==> src/rtl/score_keeper.sv <==
// Game-state and scoring stage feeding the score renderer: edge-detects goal,
// snitch and start, keeps a saturating score, a match countdown and a high score.
module score_keeper #(
  parameter int GOAL_POINTS    = 10,
  parameter int SNITCH_POINTS  = 150,
  parameter int MAX_SCORE      = 999,
  parameter int GAME_SECONDS   = 120,
  parameter int FRAMES_PER_SEC = 60
) (
  input  logic        clk,
  input  logic        reset,
  input  logic        start,
  input  logic        goal,
  input  logic        snitch_caught,
  input  logic        frame_tick,
  output logic [13:0] score,
  output logic        playing_reg,
  output logic        game_over,
  output logic [13:0] high_score,
  output logic [7:0]  time_left,
  output logic        score_pulse
);

  localparam logic [14:0] GOAL_P   = 15'(GOAL_POINTS);
  localparam logic [14:0] SNITCH_P = 15'(SNITCH_POINTS);
  localparam logic [13:0] MAX_S    = 14'(MAX_SCORE);
  localparam logic [7:0]  GAME_S   = 8'(GAME_SECONDS);
  localparam logic [7:0]  FPS_M1   = 8'(FRAMES_PER_SEC - 1);

  typedef enum logic [1:0] {S_IDLE, S_PLAY, S_OVER} state_t;

  state_t      r_state, w_state_nxt;
  logic        r_start_q, r_goal_q, r_snitch_q;
  logic [13:0] r_score, r_high;
  logic [7:0]  r_time_left, r_frame_cnt;
  logic        r_pulse;

  logic        w_rise_start, w_rise_goal, w_rise_snitch;
  logic        w_playing, w_begin, w_tick_wrap, w_expire;
  logic [14:0] w_add, w_sum;
  logic [13:0] w_next_score;

  assign w_rise_start  = start & ~r_start_q;
  assign w_rise_goal   = goal & ~r_goal_q;
  assign w_rise_snitch = snitch_caught & ~r_snitch_q;

  assign w_playing   = (r_state == S_PLAY);
  assign w_begin     = !w_playing && w_rise_start;
  assign w_tick_wrap = w_playing && frame_tick && (r_frame_cnt == FPS_M1);
  assign w_expire    = w_tick_wrap && (r_time_left == 8'd1);

  // 15-bit sum so the largest possible add cannot wrap before the clamp
  assign w_add        = (w_rise_goal ? GOAL_P : 15'd0) + (w_rise_snitch ? SNITCH_P : 15'd0);
  assign w_sum        = {1'b0, r_score} + w_add;
  assign w_next_score = (w_sum > {1'b0, MAX_S}) ? MAX_S : w_sum[13:0];

  always_ff @(posedge clk or posedge reset) begin
    if (reset) begin
      r_start_q  <= 1'b1;
      r_goal_q   <= 1'b1;
      r_snitch_q <= 1'b1;
    end else begin
      r_start_q  <= start;
      r_goal_q   <= goal;
      r_snitch_q <= snitch_caught;
    end
  end

  always_ff @(posedge clk or posedge reset) begin
    if (reset) r_state <= S_IDLE;
    else       r_state <= w_state_nxt;
  end

  always_comb begin
    w_state_nxt = r_state;
    case (r_state)
      S_IDLE:  if (w_rise_start) w_state_nxt = S_PLAY;
      S_PLAY:  if (w_rise_snitch || w_expire) w_state_nxt = S_OVER;
      S_OVER:  if (w_rise_start) w_state_nxt = S_PLAY;
      default: w_state_nxt = S_IDLE;
    endcase
  end

  always_ff @(posedge clk or posedge reset) begin
    if (reset) begin
      r_score     <= '0;
      r_time_left <= GAME_S;
      r_frame_cnt <= '0;
      r_pulse     <= 1'b0;
    end else if (w_begin) begin
      r_score     <= '0;
      r_time_left <= GAME_S;
      r_frame_cnt <= '0;
      r_pulse     <= (r_score != 14'd0);
    end else if (w_playing) begin
      r_score <= w_next_score;
      r_pulse <= (w_next_score != r_score);
      if (frame_tick) r_frame_cnt <= w_tick_wrap ? 8'd0 : r_frame_cnt + 8'd1;
      if (w_tick_wrap && r_time_left != 8'd0) r_time_left <= r_time_left - 8'd1;
    end else begin
      r_pulse <= 1'b0;
    end
  end

  // Score is frozen in OVER, so comparing there captures the final score
  always_ff @(posedge clk or posedge reset) begin
    if (reset)                                    r_high <= '0;
    else if (r_state == S_OVER && r_score > r_high) r_high <= r_score;
  end

  assign score       = r_score;
  assign time_left   = r_time_left;
  assign high_score  = r_high;
  assign score_pulse = r_pulse;
  assign playing_reg = w_playing;
  assign game_over   = (r_state == S_OVER);

endmodule

==> config.mk <==
export PLATFORM = sky130hd
export DESIGN_NAME = score_keeper
export DESIGN_NICKNAME = d
export VERILOG_FILES = /design/src/rtl/score_keeper.sv
export SDC_FILE = /design/constraint.sdc
export NUM_CORES = 1
export LEC_CHECK = 0
export BUFFER_PORTS_ARGS = -buffer_cell sky130_fd_sc_hd__buf_2
export CORE_AREA = 2 2 74 76
export DETAILED_ROUTE_END_ITERATION = 12
export DIE_AREA = 0 0 76 78
export PLACE_DENSITY = 0.84
export SLEW_MARGIN = 0
export SYNTH_ARGS = -nofsm -noshare
export SYNTH_HDL_FRONTEND = slang
export SYNTH_SLANG_ARGS = --single-unit
==> constraint.sdc <==
create_clock -name clk -period 7.1 [get_ports clk]
set_input_delay 1.42 -clock clk [delete_from_list [all_inputs] [get_ports clk]]
set_output_delay 1.42 -clock clk [all_outputs]
set_load 0.03 [all_outputs]
* After elaboration in Yosys (flattened, before gate mapping) *
Index checks and enable logic that the tools add are counted.

word-level totals
  register bits after elaboration = 50
  bits in latches = 0
  RAM bits = 0
  memory bits (read-only) = 0
  input bits = 6
  memories kept = 0

operators by class
  add/subtract/negate cells = 4
  multipliers = 0
  div/mod/pow operators = 0
  order comparisons = 2
  equal/unequal tests = 7
  shift operators = 0
  multiplexer cells = 17
  bitwise logic cells = 6
  reductions and logical operators = 18

operators with widths
  cell                  number
  $mux 8                8
  $mux 14               3
  $add 14x9->15         1
  $gt 15x10->1 const B  1
  $gt 14x14->1          1
  $ne 14x14->1          1
  $reduce_bool 14->1    1
  $add 4x8->9           1
  $add 8x1->8 const B   1
  $eq 8x1->1 const B    1
  $eq 8x6->1 const B    1
  $reduce_bool 8->1     1
  $sub 8x1->8 const B   1
  $logic_and 1x1->1     6
  $reduce_and 2->1      3
  $reduce_bool 2->1     3
  $mux 2                2
  $mux 4                1
  $ne 2x1->1 const B    2
  $pmux 2 s2            1
  $and 1x1->1           3
  $not 1->1             3
  $eq 2x1->1 const B    1
  $eq 2x2->1 const B    1
  other kinds (5)       6

* Longest topological paths before layout *
  depth after elaboration = 10
  depth in mapped cells = 15

* Worst setup path before layout *
No wires, ideal clock.

  kind = input to register
  from = in goal
  to = reg r_pulse (netlist: score_pulse)
  arrival time = 4,260 ps
  required time = 6,930 ps
  setup slack = 2,670 ps
  stages on the path = 14
  path through = nand2b_1 xnor2_1 ha_1 o21bai_1 ha_1 fa_1 xor2_1 o21a_1 o211ai_1 nor4_4 nor3_2 or4_4 a22oi_2 a41oi_1

on the way
  word-level cells in the longest chain between the ends = 9

RTL lines
  what                    RTL line  source
  start: declaration      13        input logic goal,
  $and 1x1->1 *           44        assign w_rise_goal = goal & ~r_goal_q;
  $mux 4 *                53        assign w_add = (w_rise_goal ? GOAL_P : 15'd0) + (w_rise_snitch ? SNITCH_P : 15'd0);
  $add 4x8->9 *           53
  $add 14x9->15 *         54        assign w_sum = {1'b0, r_score} + w_add;
  $gt 15x10->1            55        assign w_next_score = (w_sum > {1'b0, MAX_S}) ? MAX_S : w_sum[13:0];
  $mux 14 *               55
  $ne 14x14->1 *          97        r_pulse <= (w_next_score != r_score);
  $mux 1 *                95        end else if (w_playing) begin
  $mux 1 *                90        end else if (w_begin) begin
  end signal: assignment  94        r_pulse <= (r_score != 14'd0);
  end signal: assignment  97
  end: declaration        36        logic r_pulse;

Every way passes the cells marked *; elsewhere a longest branch is shown, timed or not.
A chain may end at the register's enable or synchronous reset.

* Worst setup path after layout *
Same ends and word-level chain as after synthesis.

==> metrics.cfg <==
[synthesis]
synthXorXnorAreaFrac_pct = 5.05
synth_top_area_share_pct = 34.5
yosysSeqAreaShare_pct = 40.4
synth-compound-area-share_pct = 17.4
synth-warning-count = 0
synth_fa_ha_area_share_pct = 10.3
avgSynthCellArea_um2 = 9.75
muxShareOfSynthArea_pct = 5.21
syn_inst = 320
synth_nets = 351
synth.area.top_cells = dfrtp_1, ha_1, dfstp_2
synthMostInstantiatedCell = dfrtp_1
synth-edff-count = 0
synth_area_um2 = 3120
ys_types = 59
synthTopCellsByCount = dfrtp_1, ha_1, inv_1
ys_ff_latch = 50
yosys_most_used_dff = dfrtp_1
synth_top_family_by_area = compound AO/OA/AOI/OAI gates
yosysTopAreaCell = dfrtp_1
async_reset_ff_share_pct = 100
yosys.area_share.simple_pct = 17.4

[placed_design]
place_ws_ps = 2180
port-buffer-count = 44
placed_cell_area_um2 = 3380
gp_congestion = 0.984
hpwlAfterDp_um = 5410

[cells_and_area]
areaGrowthSynthToFinish_pct = 11.9
layout.nets = 392
drive_above_1_share_pct = 21.3
fin_util_pct = 69.3
fin_area_um2 = 3490
diodes = 0

[critical_path]
worstPathRequired_ps = 7320
endpoint_kind = flop
arrival_ps = 4930
startpoint_type = input port
crit_type = in -> reg
critPathMaxFanout = 14

[floorplan]
die_w_um = 76
core_area_um2 = 5040
die_y_um = 78
initial_core_util_pct = 61.9
rows = 26
pin_count = 45
die-area_um2 = 5930

[timing]
relSlewSlack_pct = 30.9
period_needed_ps = 4710
fin_crit_sh_pct = 66.3
fin_skew_ps = 7.52
layout_setup_ws_ps = 2390
max_freq_mhz = 212
hold_viol_final = 0
finalSetupTns_ps = 0
setup_viol = 0
report.final.slew_viol_count = 0
rsz0062_at_grt = no
worstMarginPinSlew_ps = 1040

[global_routing]
grt_max_degree = 51
grt_pass1_wl_um = 12500
antenna_found_initial = 0
grt_pass1_vias = 2647
grtUsageTotal_pct = 26.0
grt_overflow = 0

[route]
vias_per_cell = 6.13
wl_met1_um = 3080
wl_per_cell_um = 17.0
wl_met3_um = 434
drc = 0
detail-route-antenna-nets = 0
routed_wirelength_um = 7340
top_layer = met4
first_pass_iters = 5
vias = 2648
drt_iter0_markers = 214
dr_wl_met2_um = 3630

[flow_run]
maxCapViolCount = 0

[power]
power.switching_mw = 0.566
combinationalPowerShare_pct = 50.7
switching_share_pct = 45.4
p_seq_share_pct = 33.9
peakVddDrop_mv = 0.155
p_int_mw = 0.681
powerDensity_nw_per_um2 = 357
p_leak_nw = 1.64
clkPwrFrac_pct = 15.5

[status]
status = finished, final reports clean

[clock_tree]
numCtsBuffers = 5
cts.clk_slew.worst_paths_ps = 90
cts_max_level = 2
root_buffer = clkbuf_8
cts_resized = 0
cts_tree = yes
clkLatencyLatePin_ps = 310
cts_sinks = 50
cts_setup_buffers = 0
hold_buffers = 0
clock_path_buffers = 2

[worst_hold_path]
min_path_type = reg -> reg

==> critical path, stage by stage <==
cell      delay [ps]
buf_2             90
nand2b_1         120
xnor2_1          160
ha_1             190
o21bai_1         160
ha_1             240
fa_1             420
nand3_1          170
nand2_1          120
a31o_2           290
o32a_1           250
nor3_2           640
o21ai_1          150
a32o_1           290
a41oi_1          220
==> registers in the layout, summed over array words and instances, names as in the netlist <==
| register | flops |
|---|---|
| time_left | 8 |
| high_score | 14 |
| score | 14 |
| r_state | 2 |
| r_start_q | 1 |
| r_frame_cnt | 8 |
| r_goal_q | 1 |
| score_pulse | 1 |
| r_snitch_q | 1 |
==> cell families after synthesis <==
| kind of cell | after synthesis |
|---|---|
| AO/OA/AOI/OAI | 79 |
| XOR/XNOR | 18 |
| adder cells (fa/ha/maj) | 25 |
| buffers and inverters | 33 |
| flip-flops | 50 |
| multiplexers | 15 |
| AND/OR/NAND/NOR | 100 |
==> cell usage in the layout, fill, tap and decap left out, types with 6 or more instances in the layout <==
master | netlist | layout
xnor2_1 | 11 | 11
mux2_2 | 9 | 9
nor2_1 | 21 | 21
inv_1 | 23 | 22
dfstp_2 | 7 | 7
nand3_1 | 11 | 11
xor2_1 | 7 | 7
dfrtp_1 | 43 | 43
nor3_1 | 6 | 6
and3_1 | 8 | 8
a21oi_1 | 18 | 18
nand2_1 | 16 | 16
nand2b_1 | 6 | 6
buf_2 | 1 | 44
nor2b_1 | 9 | 9
o21ai_0 | 15 | 15
clkbuf_8 | 0 | 8
ha_1 | 24 | 24
==> through the flow <==
step | instances | hold slack [ps] | power (mW)
global placement | 424 | 461 | 1.03
detailed placement | 424 | 484 | 1.05
finish | 432 | 494 | 1.25
global route | 432 | 513 | 1.33
floorplan | 320 | 446 | 0.883
CTS | 432 | 497 | 1.24
==> final cells by class <==
type | count | area (um2)
multi-input cells | 237 | 1730
fillers | 399 | 1550
flip-flops and latches | 50 | 1260
repair buffers | 44 | 220
clock buffers | 8 | 110
well taps | 70 | 87.6
inverters | 23 | 86.3
==> power groups by stage <==
stage	Combinational (mW)	Sequential, mW	Clock [mW]
2_1_floorplan	0.395	0.488	0
3_3_place_gp	0.607	0.423	0
3_5_place_dp	0.626	0.424	0
4_1_cts	0.628	0.419	0.194
5_1_grt	0.696	0.431	0.205
6_report	0.632	0.422	0.193
==> metal layers <==
layer  up-vias  GRT usage, %
met5         -             0
met4         0          10.4
met3        24          4.42
met2       114          45.2
met1      1252          32.5
li1       1258             -
==> final timing paths <==
kind	from	end	slack, ps	cells past startpoint
max	goal	score_pulse$_DFF_PP0_	2390	15
min	r_frame_cnt[7]$_DFFE_PP0P_	r_frame_cnt[7]$_DFFE_PP0P_	490	1
max reg2reg	r_goal_q$_DFF_PP1_	score_pulse$_DFF_PP0_	3070	14
min reg2reg	r_frame_cnt[7]$_DFFE_PP0P_	r_frame_cnt[7]$_DFFE_PP0P_	490	1
max in group asynchronous	reset	score[0]$_DFFE_PP0P_	5100	2
min in group asynchronous	reset	time_left[2]$_DFFE_PP0P_	1360	2
(Power assumes the default switching activity.)
